$ cat src/rtl/seq_add_sub.sv
// rtl/seq_add_sub.sv - multi-cycle N-bit adder/subtractor sharing one W-bit slice
// Operands are latched on accept and processed LSB-first, one W-bit slice per cycle.
module seq_add_sub #(
   parameter int N = 256,
   parameter int W = 32
) (
   input  logic         clk,
   input  logic         rst_n,
   input  logic         in_valid,
   output logic         in_ready,
   input  logic         op,
   input  logic [N-1:0] a,
   input  logic [N-1:0] b,
   output logic         out_valid,
   input  logic         out_ready,
   output logic [N-1:0] result,
   output logic         cout
);
   localparam int K  = N / W;
   localparam int KW = (K > 1) ? $clog2(K) : 1;
   localparam logic [KW-1:0] K_LAST = KW'(K - 1);
   localparam logic [N-1:0] SLICE_MASK = N'({W{1'b1}});

   typedef enum logic [1:0] {
      S_IDLE,
      S_RUN,
      S_DONE
   } state_t;

   state_t        state_q, state_d;
   logic [KW-1:0] k_q, k_d;
   logic          carry_q, carry_d;
   logic          op_q, op_d;
   logic [N-1:0]  a_q, a_d;
   logic [N-1:0]  b_q, b_d;
   logic [N-1:0]  result_q, result_d;
   logic          cout_q, cout_d;
   logic          in_ready_q, in_ready_d;
   logic          out_valid_q, out_valid_d;

   logic [31:0]   sh;
   logic [W-1:0]  a_slice;
   logic [W-1:0]  b_slice;
   logic [W:0]    sum;

   // Subtraction is a + ~b + 1: the +1 enters as the initial carry.
   always_comb begin
      sh      = 32'(k_q) * 32'(W);
      a_slice = W'(a_q >> sh);
      b_slice = W'(b_q >> sh) ^ {W{op_q}};
      sum     = {1'b0, a_slice} + {1'b0, b_slice} + {{W{1'b0}}, carry_q};

      state_d     = state_q;
      k_d         = k_q;
      carry_d     = carry_q;
      op_d        = op_q;
      a_d         = a_q;
      b_d         = b_q;
      result_d    = result_q;
      cout_d      = cout_q;
      in_ready_d  = in_ready_q;
      out_valid_d = out_valid_q;

      case (state_q)
         S_IDLE: begin
            if (in_valid && in_ready_q) begin
               a_d        = a;
               b_d        = b;
               op_d       = op;
               carry_d    = op;
               k_d        = '0;
               in_ready_d = 1'b0;
               state_d    = S_RUN;
            end
         end
         S_RUN: begin
            result_d = (result_q & ~(SLICE_MASK << sh)) | (N'(sum[W-1:0]) << sh);
            carry_d  = sum[W];
            k_d      = k_q + 1'b1;
            if (k_q == K_LAST) begin
               cout_d      = sum[W];
               out_valid_d = 1'b1;
               state_d     = S_DONE;
            end
         end
         S_DONE: begin
            if (out_ready) begin
               out_valid_d = 1'b0;
               in_ready_d  = 1'b1;
               state_d     = S_IDLE;
            end
         end
         default: begin
            out_valid_d = 1'b0;
            in_ready_d  = 1'b1;
            state_d     = S_IDLE;
         end
      endcase
   end

   always_ff @(posedge clk) begin
      if (!rst_n) begin
         state_q     <= S_IDLE;
         k_q         <= '0;
         carry_q     <= 1'b0;
         op_q        <= 1'b0;
         a_q         <= '0;
         b_q         <= '0;
         result_q    <= '0;
         cout_q      <= 1'b0;
         in_ready_q  <= 1'b1;
         out_valid_q <= 1'b0;
      end else begin
         state_q     <= state_d;
         k_q         <= k_d;
         carry_q     <= carry_d;
         op_q        <= op_d;
         a_q         <= a_d;
         b_q         <= b_d;
         result_q    <= result_d;
         cout_q      <= cout_d;
         in_ready_q  <= in_ready_d;
         out_valid_q <= out_valid_d;
      end
   end

   assign in_ready  = in_ready_q;
   assign out_valid = out_valid_q;
   assign result    = result_q;
   assign cout      = cout_q;

endmodule

$ cat config.mk
export PLATFORM = sky130hd
export DESIGN_NAME = seq_add_sub
export DESIGN_NICKNAME = d
export VERILOG_FILES = /design/src/rtl/seq_add_sub.sv
export SDC_FILE = /design/constraint.sdc
export NUM_CORES = 2
export LEC_CHECK = 0
export BUFFER_PORTS_ARGS = -buffer_cell sky130_fd_sc_hd__buf_4
export CAP_MARGIN = 30
export CELL_PAD_IN_SITES_DETAIL_PLACEMENT = 1
export CELL_PAD_IN_SITES_GLOBAL_PLACEMENT = 2
export CORE_MARGIN = 10
export CORE_UTILIZATION = 25
export CTS_BUF_LIST = sky130_fd_sc_hd__clkbuf_2 sky130_fd_sc_hd__clkbuf_4 sky130_fd_sc_hd__clkbuf_8
export DETAILED_ROUTE_END_ITERATION = 8
export GPL_ROUTABILITY_DRIVEN = 0
export PLACE_DENSITY_LB_ADDON = 0.1
export SKIP_CTS_REPAIR_TIMING = 1
export SLEW_MARGIN = 20
export SYNTH_ARGS = -nofsm -noshare
export SYNTH_HDL_FRONTEND = slang
export SYNTH_SLANG_ARGS = --single-unit
$ cat constraint.sdc
create_clock -name clk -period 6.2 [get_ports clk]
set_input_delay 0.62 -clock clk [delete_from_list [all_inputs] [get_ports clk]]
set_output_delay 0.62 -clock clk [all_outputs]
set_load 0.005 [all_outputs]
==> flow_metrics.tcl <==
set metrics [dict create \
    status "completed" \
    timing.final.crit_share 0.840 \
    p_leak_uw 0.0192 \
    area_growth_pct 46.5 \
    port_buffers 775 \
    ys_warn_count 0 \
    synth.cell_area_mm2 0.0322 \
    start_util 0.252 \
    clockBufferDepth 3 \
    placedInstanceArea_mm2 0.0398 \
    maxSlewHeadroom 0.271 \
    ys_ff_latch 778 \
    fmax_mhz 192 \
    clockRootBuffer "clkbuf_8" \
    synth-xor-area-share 0.0151 \
    dr.pass1.iters 5 \
    rsz0062_at_grt "false" \
    fin_setup_tns_ns 0 \
    synth-edff-count 0 \
    grt_pass1_vias 31300 \
    final_cell_mix "1,165 x nand2_1, 822 x buf_4, 774 x dfxtp_1" \
    fin_ws_ns 0.994 \
    clk_pin_slew_ns 0.06 \
    hold_viol 0 \
    slowest_delay_ns 0.70 \
    stdcell_area_mm2 0.0472 \
    drt_iter0_drc 1995 \
    clock_sink_count 778 \
    synthSimpleGateAreaFrac 0.178 \
    setup_viol 0 \
    ant_nets 0 \
    drc 0 \
    fp.dieArea_mm2 0.144 \
    p_per_area_mw_per_mm2 275 \
    worst-setup-path-type "reg2reg" \
    die_h_um 379 \
    total_power_uw 13000 \
    cts_tree "built" \
    grt_usage 0.217 \
    cts_made_buffers 151 \
    coreArea_mm2 0.128 \
    worstHoldPathType "in2reg" \
    grt_pass1_wl_mm 228 \
    num_rows 131 \
    htreeDepth 4 \
    synthDistinctLibCells 66 \
    viasPerCell 4.79 \
    synthMuxAreaShare 0.101 \
    tightest_slew_ns 1.09 \
    async_reset_ff_frac 0 \
    slowest_stage "a31oi_2" \
    ir_worst_vdd_mv 0.188 \
    finalClockSkew_ns 0.0403 \
    required_ns 6.96 \
    crit_path_max_fanout 36 \
    synth_top_family_by_area "simple AND/OR/NAND/NOR gates" \
    insertion_delay_ns 0.89 \
    synth_compound_area_frac 0.170 \
    synthAdderAreaFrac 0.0156 \
    layout-drive-gt1-share 0.257 \
    syn_nets 4270 \
    grt_max_degree 185 \
    antenna_found_initial 28 \
    worstSetupStartpointType "register" \
    synth_area_per_cell_um2 8.68 \
    layout_commonest_cell "nand2_1" \
    wirelength_mm 166 \
    ys.flop_type "dfxtp_1" \
    overflow 0 \
    min_period_ns 5.21 \
    cp_cell_sequence "buf_12 -> mux4_2 -> mux2i_1 -> xnor2_1 -> ha_1 -> a41o_1 -> a2bb2oi_2 -> nor2b_1 -> a311oi_1 -> o31ai_2 -> a31oi_2 -> nor3_1 -> a211o_1" \
    die_x_um 379 \
    cap_viol_max_count 0 \
    fin_util 0.369 \
    arrival_ns 5.96 \
    ys_seq_area_frac 0.483 \
    drv_slew 0 \
    via_count 31600 \
    pin_count 776 \
    dp_slack_ns 0.955 \
    wl_per_cell_um 25.1 \
    post-dp-hpwl_mm 119 \
    cp-end-kind "register" \
    nets 5390 \
    n_fill_cell 14800 \
    syn_inst 3714 \
]
through the flow:
stage	hold slack [ns]	std cells
after CTS	-0.143	6173
after floorplan	0.433	3714
after global routing	-0.0189	6609
after global placement	0.440	5908
after detailed placement	0.444	5915
final	0.0175	6609
cells by family (layout without fill, tap and decap cells):
group,count (synthesis),after routing
xor+xnor,54,54
compound gates,889,889
buf+inv,309,1534
mux,166,166
other cells,0,8
flops,778,778
fa+ha+maj,39,39
simple gates,1479,1479
state kept, by name, summed over array words and instances (netlist names):
name / cells
a_q: 256
cout: 1
b_q: 256
out_valid: 1
op_q: 1
k_q: 3
result: 256
in_ready: 1
carry_q: 1
state_q: 2
path summary, 6_finish.rpt:
kind / start / end / slack [ns] / depth (start not counted)
worst max-delay path: k_q[0] / result[155] / 0.99 / 13
worst min-delay path: b[46] / b_q[46] / 0.02 / 3
worst max register to register: k_q[0] / result[155] / 0.99 / 13
worst min register to register: b_q[94] / b_q[94] / 0.45 / 2
cell type report:
cell class	count	area, um2	share of cell area
Tap cell	1662	2080	0.0441
Clock buffer	242	2940	0.0624
Multi-Input combinational cell	2627	15600	0.330
Clock inverter	16	139	0.00294
Sequential cell	778	15600	0.330
Antenna cell	8	20.0	0.000424
Timing Repair Buffer	1265	10800	0.228
Inverter	11	51.3	0.00109
worst max-delay path: cells and delay by family (launching register included):
| kind | cells | cell delay (ns) |
|---|---|---|
| AOI/OAI and AO/OA | 6 | 2.28 |
| xor gates and xnor gates | 1 | 0.21 |
| adders and majority gates | 1 | 0.43 |
| buffers and inverters | 1 | 0.35 |
| DFF | 1 | 0.61 |
| muxes | 2 | 0.95 |
| and+or+nand+nor | 2 | 0.19 |
report_power, final:
group	switching (uW)	total [uW]	internal (uW)
Combinational	1310	2220	916
Clock	2380	5380	3000
Sequential	143	5380	5240
Total	3830	13000	9150
layer usage:
layer	wire (um)	track usage	up-vias
met5	165	0	-
li1	-	-	15000
met2	82500	0.375	792
met4	4610	0.0639	28
met3	8540	0.0521	248
met1	69900	0.265	15500
synth_stat cells, types with 7 or more instances:
library cell,count,share of area
mux4_2,128,0.089
buf_1,39,0.0045
a21oi_1,529,0.082
nor2b_1,7,0.0014
nand2_1,1165,0.14
xnor2_1,42,0.011
inv_1,10,0.0012
a32oi_1,16,0.0043
buf_2,7,0.0011
clkbuf_1,251,0.029
nand4_1,9,0.0017
nor2_1,238,0.028
a21boi_0,34,0.0079
mux2i_1,37,0.011
a2bb2oi_1,8,0.0022
o21ai_0,15,0.0023
a32o_1,7,0.0022
a22o_1,52,0.014
a21o_1,13,0.0030
xor2_1,10,0.0027
a31oi_1,8,0.0016
nor3_1,13,0.0020
nand3_1,18,0.0028
a22oi_1,165,0.038
ha_1,37,0.014
dfxtp_1,778,0.48
Note: power is estimated with default switching activity, not from simulation.
